## src/rtl/ram_arbiter_if.sv

```systemverilog
// Two-requester RAM access bundle shared by the arbiter and its clients.
// Each requester holds req with stable we/addr/wdata until its ack pulse.
interface ram_arbiter_if #(
    parameter int ADDR_W = 4,
    parameter int DATA_W = 8
);
    logic              a_req;
    logic              a_we;
    logic [ADDR_W-1:0] a_addr;
    logic [DATA_W-1:0] a_wdata;
    logic              a_ack;
    logic [DATA_W-1:0] a_rdata;

    logic              b_req;
    logic              b_we;
    logic [ADDR_W-1:0] b_addr;
    logic [DATA_W-1:0] b_wdata;
    logic              b_ack;
    logic [DATA_W-1:0] b_rdata;

    modport master (
        output a_req, a_we, a_addr, a_wdata,
        input  a_ack, a_rdata,
        output b_req, b_we, b_addr, b_wdata,
        input  b_ack, b_rdata
    );

    modport slave (
        input  a_req, a_we, a_addr, a_wdata,
        output a_ack, a_rdata,
        input  b_req, b_we, b_addr, b_wdata,
        output b_ack, b_rdata
    );
endinterface

```

## src/rtl/ram_arbiter.sv

```systemverilog
// Round-robin arbiter sharing one registered single-port RAM between two
// requesters; clears the whole RAM after reset before serving anyone.
module ram_arbiter #(
    parameter int ADDR_W = 4,
    parameter int DATA_W = 8
) (
    input  logic              clk,
    input  logic              rst,
    ram_arbiter_if.slave      bus,
    output logic              ram_we,
    output logic [ADDR_W-1:0] ram_addr,
    output logic [DATA_W-1:0] ram_wdata,
    input  logic [DATA_W-1:0] ram_rdata,
    output logic              init_done
);
    typedef enum logic [2:0] {
        INIT,
        IDLE,
        ACCESS,
        RESP,
        DONE
    } state_t;

    state_t            state_q;
    logic [ADDR_W-1:0] cnt_q;
    logic [ADDR_W-1:0] addr_q;
    logic [DATA_W-1:0] wdata_q;
    logic [DATA_W-1:0] a_rdata_q;
    logic [DATA_W-1:0] b_rdata_q;
    logic              we_q;
    logic              a_ack_q;
    logic              b_ack_q;
    logic              init_done_q;
    logic              ptr_b_q;
    logic              win_b_q;
    logic              win_rd_q;
    logic              gnt_a;
    logic              gnt_b;

    // ptr_b_q set means B wins a tie
    assign gnt_a = bus.a_req && (!bus.b_req || !ptr_b_q);
    assign gnt_b = bus.b_req && !gnt_a;

    always_ff @(posedge clk) begin
        if (rst) begin
            state_q     <= INIT;
            cnt_q       <= '0;
            addr_q      <= '0;
            wdata_q     <= '0;
            we_q        <= 1'b0;
            a_ack_q     <= 1'b0;
            b_ack_q     <= 1'b0;
            a_rdata_q   <= '0;
            b_rdata_q   <= '0;
            init_done_q <= 1'b0;
            ptr_b_q     <= 1'b0;
            win_b_q     <= 1'b0;
            win_rd_q    <= 1'b0;
        end else begin
            unique case (state_q)
                INIT: begin
                    we_q    <= 1'b1;
                    addr_q  <= cnt_q;
                    wdata_q <= '0;
                    cnt_q   <= cnt_q + 1'b1;
                    if (&cnt_q) begin
                        init_done_q <= 1'b1;
                        state_q     <= IDLE;
                    end
                end
                IDLE: begin
                    if (gnt_a || gnt_b) begin
                        we_q     <= gnt_a ? bus.a_we : bus.b_we;
                        addr_q   <= gnt_a ? bus.a_addr : bus.b_addr;
                        wdata_q  <= gnt_a ? bus.a_wdata : bus.b_wdata;
                        win_rd_q <= gnt_a ? !bus.a_we : !bus.b_we;
                        win_b_q  <= gnt_b;
                        ptr_b_q  <= gnt_a;
                        state_q  <= ACCESS;
                    end else begin
                        we_q <= 1'b0;
                    end
                end
                ACCESS: begin
                    we_q    <= 1'b0;
                    state_q <= RESP;
                end
                RESP: begin
                    if (win_rd_q && win_b_q) b_rdata_q <= ram_rdata;
                    if (win_rd_q && !win_b_q) a_rdata_q <= ram_rdata;
                    a_ack_q <= !win_b_q;
                    b_ack_q <= win_b_q;
                    state_q <= DONE;
                end
                DONE: begin
                    a_ack_q <= 1'b0;
                    b_ack_q <= 1'b0;
                    state_q <= IDLE;
                end
                default: state_q <= INIT;
            endcase
        end
    end

    assign ram_we      = we_q;
    assign ram_addr    = addr_q;
    assign ram_wdata   = wdata_q;
    assign init_done   = init_done_q;
    assign bus.a_ack   = a_ack_q;
    assign bus.b_ack   = b_ack_q;
    assign bus.a_rdata = a_rdata_q;
    assign bus.b_rdata = b_rdata_q;
endmodule

```

## src/flat_wrapper.sv

```systemverilog
// flat-port wrapper written by rule: the top's interface ports become plain ports
module ram_arbiter_flat 
#(
    parameter int ADDR_W = 4,
    parameter int DATA_W = 8
)
  (clk, rst, ram_we, ram_addr, ram_wdata, ram_rdata, init_done, bus_a_req, bus_a_we, bus_a_addr, bus_a_wdata, bus_a_ack, bus_a_rdata, bus_b_req, bus_b_we, bus_b_addr, bus_b_wdata, bus_b_ack, bus_b_rdata);
  ram_arbiter_if #(.ADDR_W(ADDR_W), .DATA_W(DATA_W)) bus_i ();
  input  logic clk;
  input  logic rst;
  output logic ram_we;
  output logic [ADDR_W-1:0] ram_addr;
  output logic [DATA_W-1:0] ram_wdata;
  input  logic [DATA_W-1:0] ram_rdata;
  output logic init_done;
  input wire logic [$bits(bus_i.a_req)-1:0] bus_a_req;
  input wire logic [$bits(bus_i.a_we)-1:0] bus_a_we;
  input wire logic [$bits(bus_i.a_addr)-1:0] bus_a_addr;
  input wire logic [$bits(bus_i.a_wdata)-1:0] bus_a_wdata;
  output wire logic [$bits(bus_i.a_ack)-1:0] bus_a_ack;
  output wire logic [$bits(bus_i.a_rdata)-1:0] bus_a_rdata;
  input wire logic [$bits(bus_i.b_req)-1:0] bus_b_req;
  input wire logic [$bits(bus_i.b_we)-1:0] bus_b_we;
  input wire logic [$bits(bus_i.b_addr)-1:0] bus_b_addr;
  input wire logic [$bits(bus_i.b_wdata)-1:0] bus_b_wdata;
  output wire logic [$bits(bus_i.b_ack)-1:0] bus_b_ack;
  output wire logic [$bits(bus_i.b_rdata)-1:0] bus_b_rdata;
  assign bus_i.a_req = bus_a_req;
  assign bus_i.a_we = bus_a_we;
  assign bus_i.a_addr = bus_a_addr;
  assign bus_i.a_wdata = bus_a_wdata;
  assign bus_a_ack = bus_i.a_ack;
  assign bus_a_rdata = bus_i.a_rdata;
  assign bus_i.b_req = bus_b_req;
  assign bus_i.b_we = bus_b_we;
  assign bus_i.b_addr = bus_b_addr;
  assign bus_i.b_wdata = bus_b_wdata;
  assign bus_b_ack = bus_i.b_ack;
  assign bus_b_rdata = bus_i.b_rdata;
  ram_arbiter #(.ADDR_W(ADDR_W), .DATA_W(DATA_W)) u_core (.clk(clk), .rst(rst), .bus(bus_i), .ram_we(ram_we), .ram_addr(ram_addr), .ram_wdata(ram_wdata), .ram_rdata(ram_rdata), .init_done(init_done));
endmodule
```

## config.mk

```make
export PLATFORM = sky130hd
export DESIGN_NAME = ram_arbiter_flat
export DESIGN_NICKNAME = d
export VERILOG_FILES = /design/src/rtl/ram_arbiter_if.sv /design/src/rtl/ram_arbiter.sv /design/src/flat_wrapper.sv
export SDC_FILE = /design/constraint.sdc
export NUM_CORES = 1
export LEC_CHECK = 0
export ABC_AREA = 0
export CORE_MARGIN = 3
export CORE_UTILIZATION = 44
export DETAILED_ROUTE_END_ITERATION = 7
export HOLD_SLACK_MARGIN = 0.06
export PLACE_DENSITY = 0.79
export SYNTH_ARGS = -nofsm -noshare
export SYNTH_HDL_FRONTEND = slang
export SYNTH_SLANG_ARGS = --single-unit
```

## constraint.sdc

```tcl
create_clock -name clk -period 1.5 [get_ports clk]
set_input_delay 0.225 -clock clk [delete_from_list [all_inputs] [get_ports clk]]
set_output_delay 0.225 -clock clk [all_outputs]
set_load 0.01 [all_outputs]
```

==> flow_metrics.tcl <==
set metrics [dict create \
    path_clk_slew_ns 0.08 \
    dieArea_um2 5141 \
    wl_per_cell_um 15.21 \
    grt_pass1_wl_um 8473 \
    worstPathCellList "clkdlybuf4s50_1, a21bo_2, a221oi_1, o32ai_1" \
    yosys.area_share.simple_pct 17.00 \
    outcome "complete, no violations" \
    slew_viol_final 0 \
    grt_busiest_layer "met2" \
    ys_ff_latch 42 \
    drt-initial-drc-count 82 \
    grt_max_degree 19 \
    seq_area_frac_synth_pct 44.27 \
    power_mw 2.717 \
    clock_path_buffers 2 \
    mostFrequentLayoutCells "clkdlybuf4s50_1, dfxtp_1, a21oi_1, o21ai_0, nand3_1" \
    cp.required_ns 1.67 \
    layout.nets 323 \
    area_growth_pct 49.87 \
    relSlewSlack_pct 75.43 \
    startpoint_type "input port" \
    nFillCells 326 \
    ant_nets 0 \
    endpoint_kind "flop" \
    finalWirelength_um 5096 \
    post_route_cells_drive_above_1_share_pct 13.33 \
    regArea_um2 842.1 \
    synthesis.nets 246 \
    worstMarginPinSlew_ns 0.3593 \
    synth.cell_area_um2 1899 \
    synth-compound-area-share_pct 25.36 \
    finalSetupTns_ns 0 \
    slowest_delay_ns 0.59 \
    cts-hold-fix-buffers 0 \
    dieHeight_um 71.70 \
    synthAdderAreaFrac_pct 0.6588 \
    dpl_cell_area_um2 2693 \
    rsz0062_at_grt "false" \
    finClkSkew_ns 0.009129 \
    clk_latency_ns 0.30 \
    grt_pass1_vias 1840 \
    core-area_um2 4086 \
    synthFlopType "dfxtp_1" \
    cpMaxStageDelayCell "clkdlybuf4s50_1" \
    ios 70 \
    hold_viol 0 \
    firstDrtPassIters 4 \
    multi_input_area_um2 939.7 \
    setup_violations 0 \
    ys_warn_count 0 \
    period_share_pct 98.07 \
    syn_avg_cell_area_um2 9.175 \
    initial_core_util_pct 46.48 \
    synthMuxAreaShare_pct 4.743 \
    cp.buffers_inverters 1 \
    crit_family "compound AO/OA/AOI/OAI gates" \
    final_area_um2 2846 \
    hold_class "reg -> reg" \
    final_common_cell "clkdlybuf4s50_1" \
    worstSetupPathType "in -> reg" \
    powerDensity_nw_per_um2 954.5 \
    ctsRootBufferMaster "clkbuf_8" \
    p_leak_nw 1.033 \
    gr-total-overflow 0 \
    fmax_ghz 0.6798 \
    async_flop_share_pct 0 \
    drv_cap 0 \
    synth-xor-area-share_pct 0.9223 \
    remaining_drc_errors 0 \
    cp.arrival_ns 1.64 \
    syn_inst 207 \
    antenna_found_initial 0 \
    met3_usage_pct 6.171 \
    vias 1841 \
    cts-htree-levels 2 \
    cts.sinks 42 \
    fp.dieW_um 71.70 \
    rows 23 \
    io_buffers 69 \
    gr-usage-met1_pct 26.64 \
    synth_cell_type_count 45 \
    cts_tree "yes" \
    antenna_cells 0 \
    fin_crit_ns 1.471 \
    cts_buffers 5 \
    ir_drop_uv 856.6 \
    hpwl_um 3730 \
    met2_usage_pct 33.67 \
    synth_top_family_by_area "compound AO/OA/AOI/OAI gates" \
    grt_use_total_pct 20.66 \
    critPathMaxFanout 6 \
    gp_congestion 0.7607 \
    synth_edf_count 0 \
    vias_per_cell 5.496 \
    ff2ff_setup_slack_ns 0.08 \
    postLayoutCoreUtil_pct 69.66 \
]
-- state kept, by name, indices dropped and copies added, names as in the netlist, 3 cells and up --
signal and count:
u_core.cnt_q 4, u_core.bus.b_rdata 8, u_core.state_q 3, u_core.ram_wdata 8, u_core.bus.a_rdata 8, u_core.ram_addr 4
-- final cells by class --
type                       count  share of cell area [%]
inverter                       7                  0.9231
sequential                    42                   29.58
tap                           50                   2.198
clock buffer                   5                   2.418
clock inverter                 3                   2.418
multi-input combinational    141                   33.01
timing repair buffer          87                   29.45
-- cell families (layout without fill, tap and decap cells) --
| logic type | after synthesis | in the layout |
|---|---|---|
| AOI/OAI and AO/OA | 72 | 72 |
| and+or+nand+nor | 57 | 57 |
| DFF | 42 | 42 |
| buffers and inverters | 24 | 102 |
| muxes | 9 | 9 |
| xor gates and xnor gates | 2 | 2 |
| adders and majority gates | 1 | 1 |
-- power breakdown --
| group | total [mW] | switching (mW) | internal [mW] |
|---|---|---|---|
| sequential | 1.21 | 0.0452 | 1.17 |
| clock | 1.07 | 0.401 | 0.667 |
| combinational | 0.439 | 0.188 | 0.251 |
-- metal layers --
metal / part of all wire, % / up-vias
li1: - / 921
met1: 44 / 861
met2: 48 / 52
met3: 6.3 / 7
met4: 1.3 / 0
met5: 0 / -
-- stage by stage --
step | setup WS (ns) | hold slack (ns) | std cells
6_report | 0.02899 | 0.4638 | 335
5_1_grt | 0.005535 | 0.4923 | 335
4_1_cts | 0.03858 | 0.4655 | 335
3_5_place_dp | -0.2966 | 0.4498 | 327
3_3_place_gp | -0.1866 | 0.4463 | 327
2_1_floorplan | 0.1666 | 0.3727 | 207
-- synth_stat cells (2+ instances only) --
library cell | count | area (µm²)
dfxtp_1 | 42 | 840.8
a21oi_1 | 21 | 105.1
o21ai_0 | 20 | 100.1
nand3_1 | 18 | 90.09
nor2_1 | 12 | 45.04
mux2i_1 | 9 | 90.09
o2bb2ai_1 | 8 | 70.07
inv_1 | 7 | 26.28
clkbuf_1 | 6 | 22.52
and2_1 | 5 | 31.28
buf_6 | 5 | 56.30
a221oi_1 | 4 | 35.03
buf_2 | 4 | 20.02
nor3_1 | 4 | 20.02
o32ai_1 | 4 | 35.03
nand2_1 | 3 | 11.26
a2111oi_0 | 2 | 17.52
a21o_1 | 2 | 15.01
a31oi_1 | 2 | 12.51
nand2b_1 | 2 | 12.51
o221a_2 | 2 | 22.52
xnor2_1 | 2 | 17.52
-- worst paths after layout --
path                             end  cells past startpoint          startpoint
setup / recovery  u_core.ram_addr[2]                      4           bus_a_req
hold reg to reg   u_core.ram_addr[2]                      2  u_core.ram_addr[2]
setup reg to reg  u_core.ram_addr[2]                      3   u_core.state_q[2]
hold / removal    u_core.ram_addr[2]                      2  u_core.ram_addr[2]
-- worst register-to-register path: cells and delay by family, from the launching register on --
kind             cells  cell delay (ns)
AO/OA/AOI/OAI        2             0.43
AND/OR/NAND/NOR      1             0.48
flip-flops           1             0.38
-- timing repair --
action                     in CTS  in global routing
pin swaps                       0                  1
gates resized for setup         2                  2
gates cloned                    0                  0
setup endpoints to repair       1                  7
buffers inserted                0                  0
No activity file was read; power rests on OpenSTA's default activity.
